**src/rtl/alu_wb_unit.sv**
```systemverilog
// alu_wb_unit: execute/writeback stage behind the 32x32 register bank.
// It accepts two operands, an opcode and a destination index with a
// valid/ready handshake. It performs one ALU operation and then drives the
// register bank write port with a one-cycle pulse.
//
// Ports:
//   clk, rst                 clock, asynchronous active-low reset
//   in_valid / in_ready      accept handshake; in_ready is high only in IDLE
//   op, sr1_data, sr2_data   opcode, operand A, operand B
//   dst                      destination register index
//   wr_en, wr_addr, wr_data  register bank write port (wr_en pulses once per op)
//   busy                     unit is not idle
//   illegal                  one-cycle pulse after an undefined opcode is accepted
//
// Build option: define MUL_EN to build the multi-cycle shift-add multiplier
// for opcode 8. Without it, opcode 8 is reported as illegal.
module alu_wb_unit #(
    parameter int unsigned DW = 32,
    parameter int unsigned AW = 5
) (
    input  logic          clk,
    input  logic          rst,
    input  logic          in_valid,
    output logic          in_ready,
    input  logic [3:0]    op,
    input  logic [DW-1:0] sr1_data,
    input  logic [DW-1:0] sr2_data,
    input  logic [AW-1:0] dst,
    output logic          wr_en,
    output logic [AW-1:0] wr_addr,
    output logic [DW-1:0] wr_data,
    output logic          busy,
    output logic          illegal
);

    localparam int unsigned SHW = $clog2(DW);

    typedef enum logic [1:0] {
        S_IDLE,
        S_WB
`ifdef MUL_EN
        , S_MUL
`endif
    } state_t;

    state_t        state_q;
    logic          in_ready_q;
    logic          busy_q;
    logic          illegal_q;
    logic          wr_en_q;
    logic [AW-1:0] wr_addr_q;
    logic [DW-1:0] wr_data_q;
    logic [DW-1:0] alu_res_d;
    logic          op_alu_c;

`ifdef MUL_EN
    logic [DW-1:0]  mul_a_q;
    logic [DW-1:0]  mul_b_q;
    logic [DW-1:0]  mul_acc_q;
    logic [DW-1:0]  mul_acc_d;
    logic [SHW-1:0] mul_cnt_q;
    logic [AW-1:0]  mul_dst_q;

    // One shift-add step: add the (pre-shifted) multiplicand when the multiplier LSB is set.
    assign mul_acc_d = mul_acc_q + (mul_b_q[0] ? mul_a_q : '0);
`endif

    assign op_alu_c = (op < 4'd8);

    // Single-cycle ALU result, computed from the live inputs and captured at the accept edge.
    always_comb begin
        alu_res_d = '0;
        case (op)
            4'd0:    alu_res_d = sr1_data + sr2_data;
            4'd1:    alu_res_d = sr1_data - sr2_data;
            4'd2:    alu_res_d = sr1_data & sr2_data;
            4'd3:    alu_res_d = sr1_data | sr2_data;
            4'd4:    alu_res_d = sr1_data ^ sr2_data;
            4'd5:    alu_res_d = ($signed(sr1_data) < $signed(sr2_data)) ? DW'(1) : '0;
            4'd6:    alu_res_d = sr1_data << sr2_data[SHW-1:0];
            4'd7:    alu_res_d = sr1_data >> sr2_data[SHW-1:0];
            default: alu_res_d = '0;
        endcase
    end

    // Control FSM with registered handshake, status and write-port outputs.
    always_ff @(posedge clk or negedge rst) begin
        if (!rst) begin
            state_q    <= S_IDLE;
            in_ready_q <= 1'b1;
            busy_q     <= 1'b0;
            illegal_q  <= 1'b0;
            wr_en_q    <= 1'b0;
            wr_addr_q  <= '0;
            wr_data_q  <= '0;
`ifdef MUL_EN
            mul_a_q    <= '0;
            mul_b_q    <= '0;
            mul_acc_q  <= '0;
            mul_cnt_q  <= '0;
            mul_dst_q  <= '0;
`endif
        end else begin
            wr_en_q   <= 1'b0;
            illegal_q <= 1'b0;
            case (state_q)
                S_IDLE: begin
                    if (in_valid) begin
                        if (op_alu_c) begin
                            wr_en_q    <= 1'b1;
                            wr_addr_q  <= dst;
                            wr_data_q  <= alu_res_d;
                            state_q    <= S_WB;
                            in_ready_q <= 1'b0;
                            busy_q     <= 1'b1;
                        end
`ifdef MUL_EN
                        else if (op == 4'd8) begin
                            mul_a_q    <= sr1_data;
                            mul_b_q    <= sr2_data;
                            mul_acc_q  <= '0;
                            mul_cnt_q  <= '0;
                            mul_dst_q  <= dst;
                            state_q    <= S_MUL;
                            in_ready_q <= 1'b0;
                            busy_q     <= 1'b1;
                        end
`endif
                        else begin
                            illegal_q <= 1'b1;
                        end
                    end
                end
                S_WB: begin
                    state_q    <= S_IDLE;
                    in_ready_q <= 1'b1;
                    busy_q     <= 1'b0;
                end
`ifdef MUL_EN
                S_MUL: begin
                    // Fixed DW iterations regardless of operand values.
                    mul_acc_q <= mul_acc_d;
                    mul_a_q   <= mul_a_q << 1;
                    mul_b_q   <= mul_b_q >> 1;
                    mul_cnt_q <= mul_cnt_q + SHW'(1);
                    if (mul_cnt_q == SHW'(DW - 1)) begin
                        wr_en_q   <= 1'b1;
                        wr_addr_q <= mul_dst_q;
                        wr_data_q <= mul_acc_d;
                        state_q   <= S_WB;
                    end
                end
`endif
                default: begin
                    state_q    <= S_IDLE;
                    in_ready_q <= 1'b1;
                    busy_q     <= 1'b0;
                end
            endcase
        end
    end

    assign in_ready = in_ready_q;
    assign busy     = busy_q;
    assign illegal  = illegal_q;
    assign wr_en    = wr_en_q;
    assign wr_addr  = wr_addr_q;
    assign wr_data  = wr_data_q;

endmodule

```
**config.mk**
```make
export PLATFORM = sky130hd
export DESIGN_NAME = alu_wb_unit
export DESIGN_NICKNAME = d
export VERILOG_FILES = /design/src/rtl/alu_wb_unit.sv
export SDC_FILE = /design/constraint.sdc
export NUM_CORES = 1
export LEC_CHECK = 0
export CAP_MARGIN = 30
export CORE_MARGIN = 2
export CORE_UTILIZATION = 35
export DETAILED_ROUTE_END_ITERATION = 7
export PLACE_DENSITY = 0.64
export SETUP_SLACK_MARGIN = 0.4
export SKIP_LAST_GASP = 1
export SYNTH_ARGS = -nofsm -noshare
export SYNTH_HDL_FRONTEND = slang
export SYNTH_SLANG_ARGS = --single-unit
```
**constraint.sdc**
```tcl
create_clock -name clk -period 3.4 [get_ports clk]
set_clock_uncertainty 0.1 [all_clocks]
set_input_delay 0.68 -clock clk [delete_from_list [all_inputs] [get_ports clk]]
set_output_delay 0.68 -clock clk [all_outputs]
set_load 0.1 [all_outputs]
```
==> results.md <==
- Clk pin slew, worst setup/hold paths: 80 ps
- Fillers: 2,480
- Ports: 117
- Initial antenna violation count: 1
- Setup tns final: 0 ps
- WL final: 54.9 mm
- Non-Filler Instances: 2,156
- Full die area: 28,800 um2
- Worst IR drop on VDD: 0.000170 V
- Root Driver: clkbuf_16
- Status: complete, no violations
- Worst flop-to-flop path startpoint: busy$_DFFE_PN0P_
- Synthesized area per cell: 7.13 um2
- Worst Max-Slew Pin Slew: 683 ps
- Skew-Pair Late Insertion Delay: 310 ps
- Fin crit period: 3170 ps
- Syn_nets: 1,529
- Placed Instance Area: 13,600 um2
- Layout overhead on the synthesized area: 62.6%
- # hold bufs at CTS: 0
- Layout cells sized above 1: 43.3%
- Required @ worst endpoint: 3500 ps
- 1st-pass router iterations: 6
- Pins Over Slew Limit: 0
- CTS Buf Count: 5
- # DRC: 0
- Die H: 170 um
- First-pass GRT wire length: 77.9 mm
- Type of origin of the critical path: input pin
- RSZ-0062 raised after global routing: yes
- CTS tree: yes
- Global route overflow: 0
- Number of synthesized flops with an enable pin: 0
- N_diodes: 0
- Max Root-Sink Buffers: 2
- Seq cells post-synth: 41
- Cells after DPL: 2,070
- F_max: 316 MHz
- Die width: 170 um
- Design area: 15,600 um2
- Post-synth ARST share: 100%
- DR iter-0 viols: 1,557
- IO buf count: 116
- Core Rows: 60
- Number of distinct library cells after synthesis: 80
- HPWL Detailed: 42.5 mm
- Initial Util: 35.6%
- Core area: 27,000 um2
- Post-Syn Instances: 1,347
- Cell depth of the worst flop-to-flop path: 9
- Max-cap violations: 0
- Commonest non-fill, non-tap cell in the layout: buf_4
- Cell taking the most area after synthesis: ha_1
- Period utilization: 93.2%
- Worst EP arrival: 3270 ps
- Crit end category: flop
- Critical R2R Capture: wr_data[26]$_DFFE_PN0P_
- Min-Delay Path Class: in -> async
- Sequential share of the synthesized area: 10.7%
- Vias/cell: 6.11
- Relative slew margins: 54.0%
- Synth top area share: 13.6%
- RD Place Congestion: 1.02
- Setup-failing EPs final: 0
- Final hold violations: 0
- Warning count from the yosys run: 0
- CTS H-tree lvls: 2
- P_leak: 0.00711 uW
- Most frequent cells in the layout: buf_4, nor2_1, a21oi_1
- Via count of the routed design: 13,176
- Reg2reg setup slack: 660 ps
- Antenna-violating nets left: 0
- Nets: 1,996
- Final core occ: 57.9%
- Post-synth top flop: dfrtp_1
- CP max FO: 2
- Total chip power: 4520 uW
- CTS sink count: 41
- CP Launch Point: in_valid
- Number of global-route vias before repair: 12,310
- Mapped cell area: 9600 um2
- Critical path class: in -> reg
- Largest net degree at the start of global routing: 60
- Pwr/cell area: 290 nW/um2
- GRT Total Usage: 36.4%
- Dominant cells by area after synthesis: ha_1, dfrtp_1, nor2_1, a21oi_1, mux2i_1
- WL/cell: 25.5 um
final cells by class:
type	instances	area [um2]	share of cell area, %
Clock buffer	6	139	0.890
Clock inverter	2	13.8	0.0882
Inverter	94	408	2.61
Multi-Input combinational cell	1116	8950	57.3
Sequential cell	41	1030	6.58
Tap cell	341	427	2.73
Timing Repair Buffer	556	4650	29.8
worst max path at each step:
stage	to	depth (start not counted)
floorplan	wr_data[26]$_DFFE_PN0P_	14
global placement	wr_data[28]$_DFFE_PN0P_	15
detailed placement	wr_data[28]$_DFFE_PN0P_	15
CTS	wr_data[26]$_DFFE_PN0P_	14
global route	wr_data[26]$_DFFE_PN0P_	12
finish	wr_data[26]$_DFFE_PN0P_	10
power by group:
part / switching, uW / leakage [uW] / internal [uW]
registers: 76.1 / 0.000487 / 574
clock network: 249 / 0.0000768 / 294
logic: 2050 / 0.00654 / 1280
total: 2370 / 0.00711 / 2150
cells by family after synthesis:
family                   after synthesis  synth area share (%)
multiplexers                          95                  13.3
flip-flops                            41                  10.7
AND/OR/NAND/NOR                      418                  19.6
adder cells (fa/ha/maj)              106                  14.0
AO/OA/AOI/OAI                        475                  32.5
XOR/XNOR                              22                  2.01
buffers and inverters                190                  7.94
per-stage QoR:
stage / hold WS (ps) / setup WS, ps
2_1_floorplan: 284 / 35.3
3_3_place_gp: 360 / -634
3_5_place_dp: 365 / -729
4_1_cts: 159 / 176
5_1_grt: 172 / 174
6_report: 152 / 232
cell usage after synthesis (10+ instances only):
cell / n
nand2_1: 102
nor2_1: 186
o21bai_1: 12
clkbuf_1: 57
nor4_1: 12
xnor2_1: 20
ha_1: 104
o211ai_1: 16
a21oi_1: 136
nor3_1: 20
a221oi_1: 20
mux2i_1: 63
nand3_1: 22
nand4_1: 14
a21o_1: 21
a211oi_1: 21
nor2b_1: 10
buf_2: 15
a31oi_1: 21
mux4_2: 25
dfrtp_1: 40
a221o_1: 15
o21ai_0: 108
buf_1: 17
o22ai_1: 16
inv_1: 91
nand2b_1: 14
repair_timing:
| action | in CTS | in global routing |
|---|---|---|
| endpoints found under the setup margin | 31 | 27 |
| buffers inserted | 42 | 33 |
| cloned | 0 | 3 |
| gates resized for setup | 274 | 217 |
| pin swaps | 80 | 103 |
worst max-delay path, cell delays in order:
cell and delay (ps):
clkdlybuf4s50_1 480, or3b_4 390, inv_2 70, o21ai_1 70
a21oi_2 220, o311ai_4 160, a221o_1 380, a311oi_2 340
nor4_1 100, or3_1 370
per-layer routing:
layer  vias up  GRT usage (%)  part of all wire, %
met5         -              0                    0
met2       822           58.1                   44
li1       5894              -                    -
met1      6309           48.8                   40
met4         0           14.8                  5.0
met3       151           6.32                   11
sequential cells by signal (all words and copies together) (netlist names):
name      cells
wr_en         1
in_ready      1
illegal       1
busy          1
wr_data      32
wr_addr       5
(Power assumes the default switching activity.)
